<file path="src/rtl/ysyx_23060191_ifu_fetch.sv">
// ysyx_23060191_ifu_fetch
//   Instruction fetch controller. It owns the architectural PC and issues one
//   read to the instruction memory. It waits MEM_LAT cycles, captures the
//   returned word, and presents {pc, inst} to decode over valid/ready.
//   Redirects from execute/writeback replace the PC and restart the fetch.
//
// Ports
//   clk            : clock, all state updates on the rising edge
//   rst_n          : synchronous active-low reset
//   mem_rd_en      : instruction memory read enable (high during FETCH)
//   mem_pc         : instruction memory address (always the internal PC)
//   mem_inst       : instruction word returned by memory
//   redirect_valid : one-cycle pulse, replace the PC
//   redirect_pc    : redirect target, bits [1:0] forced to zero
//   out_valid      : instruction available to decode
//   out_ready      : decode accepts the instruction this cycle
//   out_pc         : PC of the presented instruction
//   out_inst       : presented instruction
//
// MEM_LAT must lie in 1..8 so that MEM_LAT-1 fits the 3-bit latency counter.

module ysyx_23060191_ifu_fetch #(
   parameter int unsigned          CPU_WIDTH = 32,
   parameter logic [CPU_WIDTH-1:0] RESET_PC  = 32'h8000_0000,
   parameter int unsigned          MEM_LAT   = 1
) (
   input  logic                 clk,
   input  logic                 rst_n,
   output logic                 mem_rd_en,
   output logic [CPU_WIDTH-1:0] mem_pc,
   input  logic [CPU_WIDTH-1:0] mem_inst,
   input  logic                 redirect_valid,
   input  logic [CPU_WIDTH-1:0] redirect_pc,
   output logic                 out_valid,
   input  logic                 out_ready,
   output logic [CPU_WIDTH-1:0] out_pc,
   output logic [CPU_WIDTH-1:0] out_inst
);

   typedef enum logic [1:0] {StIdle, StFetch, StValid} state_e;

   // Counter value in the last FETCH cycle, where mem_inst is usable.
   localparam logic [2:0] LastCnt = 3'(MEM_LAT - 1);

   state_e               r_state;
   logic [CPU_WIDTH-1:0] r_pc;
   logic [2:0]           r_cnt;
   logic [CPU_WIDTH-1:0] r_out_pc;
   logic [CPU_WIDTH-1:0] r_out_inst;

   state_e               w_state;
   logic [CPU_WIDTH-1:0] w_pc;
   logic [2:0]           w_cnt;
   logic [CPU_WIDTH-1:0] w_out_pc;
   logic [CPU_WIDTH-1:0] w_out_inst;

   always_ff @(posedge clk) begin
      if (!rst_n) begin
         r_state    <= StIdle;
         r_pc       <= RESET_PC;
         r_cnt      <= 3'd0;
         r_out_pc   <= RESET_PC;
         r_out_inst <= '0;
      end else begin
         r_state    <= w_state;
         r_pc       <= w_pc;
         r_cnt      <= w_cnt;
         r_out_pc   <= w_out_pc;
         r_out_inst <= w_out_inst;
      end
   end

   always_comb begin
      w_state    = r_state;
      w_pc       = r_pc;
      w_cnt      = r_cnt;
      w_out_pc   = r_out_pc;
      w_out_inst = r_out_inst;

      if (redirect_valid) begin
         // Redirect wins over any in-progress fetch or handshake; a handshake
         // in this cycle still completes because decode sampled out_valid.
         w_pc    = {redirect_pc[CPU_WIDTH-1:2], 2'b00};
         w_cnt   = 3'd0;
         w_state = StFetch;
      end else begin
         unique case (r_state)
            StIdle: begin
               w_cnt   = 3'd0;
               w_state = StFetch;
            end
            StFetch: begin
               w_cnt = r_cnt + 3'd1;
               if (r_cnt == LastCnt) begin
                  w_out_inst = mem_inst;
                  w_out_pc   = r_pc;
                  w_state    = StValid;
               end
            end
            StValid: begin
               if (out_ready) begin
                  w_pc    = r_pc + CPU_WIDTH'(4);
                  w_cnt   = 3'd0;
                  w_state = StFetch;
               end
            end
            default: w_state = StIdle;
         endcase
      end
   end

   // All outputs come straight from registers.
   assign mem_rd_en = (r_state == StFetch);
   assign mem_pc    = r_pc;
   assign out_valid = (r_state == StValid);
   assign out_pc    = r_out_pc;
   assign out_inst  = r_out_inst;

endmodule

</file>
<file path="config.mk">
export PLATFORM = sky130hd
export DESIGN_NAME = ysyx_23060191_ifu_fetch
export DESIGN_NICKNAME = d
export VERILOG_FILES = /design/src/rtl/ysyx_23060191_ifu_fetch.sv
export SDC_FILE = /design/constraint.sdc
export NUM_CORES = 1
export LEC_CHECK = 0
export BUFFER_PORTS_ARGS = -buffer_cell sky130_fd_sc_hd__buf_2
export CAP_MARGIN = 0
export CORE_MARGIN = 4
export CORE_UTILIZATION = 51
export DETAILED_ROUTE_END_ITERATION = 8
export GPL_TIMING_DRIVEN = 0
export PLACE_DENSITY_LB_ADDON = 0.25
export SLEW_MARGIN = 20
export SYNTH_ARGS = -nofsm -noshare
export SYNTH_HDL_FRONTEND = slang
export SYNTH_SLANG_ARGS = --single-unit
</file>
<file path="constraint.sdc">
create_clock -name clk -period 4.9 [get_ports clk]
set_input_delay 0.98 -clock clk [delete_from_list [all_inputs] [get_ports clk]]
set_output_delay 0.98 -clock clk [all_outputs]
set_load 0.01 [all_outputs]
</file>
==> results.tsv <==
metric	value	unit
vias in the first global route	4139	
number of detailed-route iterations in the first pass	5	
flop2flop setup slack	2660	ps
DR vias/cell	5.50	
Initial Utilization	52.7	%
met2 GRT Util	42.0	%
fin crit share	50.7	%
Min-Delay Path Class	reg -> reg	
CTS sink cnt	97	
FP Rows	33	
detailed placement HPWL	9820	um
hold depth	2	
Static Leak	2.37	nW
Placed Instance Area	5290	um2
R2R Path End	mem_pc[28]	
Seq/Total Area, Yosys	44.6	%
Worst Setup End Kind	flop	
status	completed	
Synth Area in Adders	0.863	%
power per cell area	303	nW/um2
Syn Inst Count	532	
final global-route overflow total	0	
Post CTS Setup Buffer Count	0	
unrepaired setup endpoints after global routing	false	
largest family of logic cells by synthesized area	simple AND/OR/NAND/NOR gates	
Util after Layout	66.7	%
CTS root buffer	clkbuf_8	
vias	4480	
FF+latch count, synth	97	
Mapped Area	4350	um2
Reg2Reg Depth	5	
max_slew headroom	54.0	%
port buffer count	158	
TNS Setup	0	ps
initial antenna violation count	0	
H-tree depth	3	
DR iter-0 viols	248	
CP startpoint kind	input port	
CTS resizes	0	
io pins	166	
M1 GR Usage	30.1	%
Hold Buf Count CTS	0	
die width	100	um
fin crit period	2490	ps
GP Congestion	0.910	
Post-synth EDFFs	0	
final cell count without fillers	814	
Clock transition at path regs	90	ps
Routed Antenna Nets	0	
distinct cell type count of the synthesized netlist	46	
footprint of the multi-input gates	2220	um2
asr flop ratio synth	0	%
Die Area	10100	um2
core footprint	8260	um2
setup violators final	0	
GRT busiest layer	met2	
first-pass GRT wire length	20000	um
fill count	713	
CTS Buffer Depth	2	
area leader, netlist	dfxtp_1	
pin count of the biggest net entering global routing	18	
top-count cell post-synth	nand2_1	
Peak VDD IR	0.186	mV
Synth-to-Final Area Change	26.7	%
Fmax achieved	402	MHz
worst setup path class	in -> reg	
Mean Syn Cell Area	8.18	um2
XOR/XNOR Fraction of Synth Area	1.81	%
Critical Path RT	5200	ps
Hold Path Sink	out_inst[2]	
top cells by area, synth	dfxtp_1, nand2_1, a21boi_0, o21ai_0, clkbuf_1	
gr usage total	24.7	%
share of cells above drive strength 1	26.8	%
clock skew	16.9	ps
Yosys warning total	0	
number of remaining DRC errors	0	
Yosys top cell area share	44.6	%
Worst EP arrival	2780	ps
Final Power	1.67	mW
Register Area	1940	um2
placed insts	798	
Final nets	775	
Num CTS Buffers	9	
Skew-Pair Late Insertion Delay	370	ps
Compound-Gate Fraction of Synth Area	21.1	%
Max-cap violations	0	
Slew Viols, Final	0	
worst r2r src	mem_pc[10]	
Synth top cells by count	nand2_1, dfxtp_1, a21boi_0	
Post-Synth Simple-Gate Area	25.9	%
GR met3 Demand/Resource	5.14	%
ys flop type	dfxtp_1	
Die Ht	100	um
Final Hold Viols	0	
Post-Route WL	12800	um
critical-path maximum fanout	10	
TritonCTS clock tree	done	
beginning of the worst hold path	out_inst[2]	
Tightest Pin Transition	683	ps
number of antenna diodes	0	
WL per Instance	15.8	um
Finished Cell Area	5510	um2
post-synthesis mux area share	0.719	%
[cells by family (layout without fill, tap and decap cells)]
logic type | after synthesis | in the layout
and+or+nand+nor | 232 | 232
muxes | 3 | 3
AOI/OAI and AO/OA | 137 | 137
buffers and inverters | 50 | 224
adders and majority gates | 3 | 3
xor gates and xnor gates | 9 | 9
other | 1 | 4
DFF | 97 | 97
[through the flow]
step                      setup slack [ps]  hold slack [ps]
after floorplan                       2540              452
after global placement                2070              447
after detailed placement              2040              453
after CTS                             2440              465
after global routing                  2300              484
final                                 2410              464
[sequential cells by signal (all words and copies together) (netlist names)]
name and flops:
out_inst 32, mem_pc 30, out_pc 30, r_cnt 3, r_state 2
[placed cells by master (no fill, tap or decap), drive strengths merged, types with 2 or more instances in the layout]
| cell | instances |
|---|---|
| o211a | 4 |
| nand2 | 138 |
| nand4 | 12 |
| or4 | 7 |
| xor2 | 6 |
| and2 | 4 |
| ha | 3 |
| a31oi | 13 |
| nor2 | 10 |
| nand3b | 2 |
| nand4b | 2 |
| a211oi | 5 |
| or3 | 8 |
| nor3 | 7 |
| bufinv | 2 |
| mux2i | 2 |
| nor2b | 2 |
| and4 | 9 |
| buf | 167 |
| a21oi | 10 |
| nor4 | 6 |
| conb | 4 |
| nand3 | 13 |
| clkbuf | 42 |
| inv | 11 |
| dfxtp | 97 |
| xnor2 | 3 |
| nand2b | 5 |
| and3 | 2 |
| o31ai | 6 |
| o21ai | 33 |
| a21boi | 61 |
[how the worst max path moves through the flow]
stage | cells past startpoint | endpoint | startpoint | slack (ps)
floorplan | 5 | mem_pc[25] | out_ready | 2540
global placement | 5 | out_inst[20] | redirect_valid | 2070
detailed placement | 6 | mem_pc[14] | out_ready | 2040
CTS | 6 | mem_pc[14] | out_ready | 2440
global route | 6 | mem_pc[14] | out_ready | 2300
finish | 6 | mem_pc[14] | out_ready | 2410
[layer usage]
layer	share of wire [%]	vias up
met5	0	-
met4	2.8	0
met3	7.4	26
met2	48	179
met1	41	2087
li1	-	2188
[power by group]
| group | switching, mW | internal [mW] |
|---|---|---|
| Combinational | 0.128 | 0.0924 |
| Clock | 0.293 | 0.292 |
| Sequential | 0.0394 | 0.827 |
| Total | 0.460 | 1.21 |
[critical path: stages]
cell,delay [ps]
buf_2,170
and4b_2,320
nand4_1,370
clkbuf_1,370
or3_1,400
a31oi_1,170
[cell type report]
class | instances | share of cell area [%]
buffer | 42 | 3.22
clock buffer | 9 | 2.25
clock inverter | 7 | 1.79
inverter | 8 | 0.545
multi-input combinational | 388 | 40.2
sequential | 97 | 35.2
tap | 105 | 2.38
timing repair buffer | 158 | 14.4
Power figures use the tool's default switching activity.
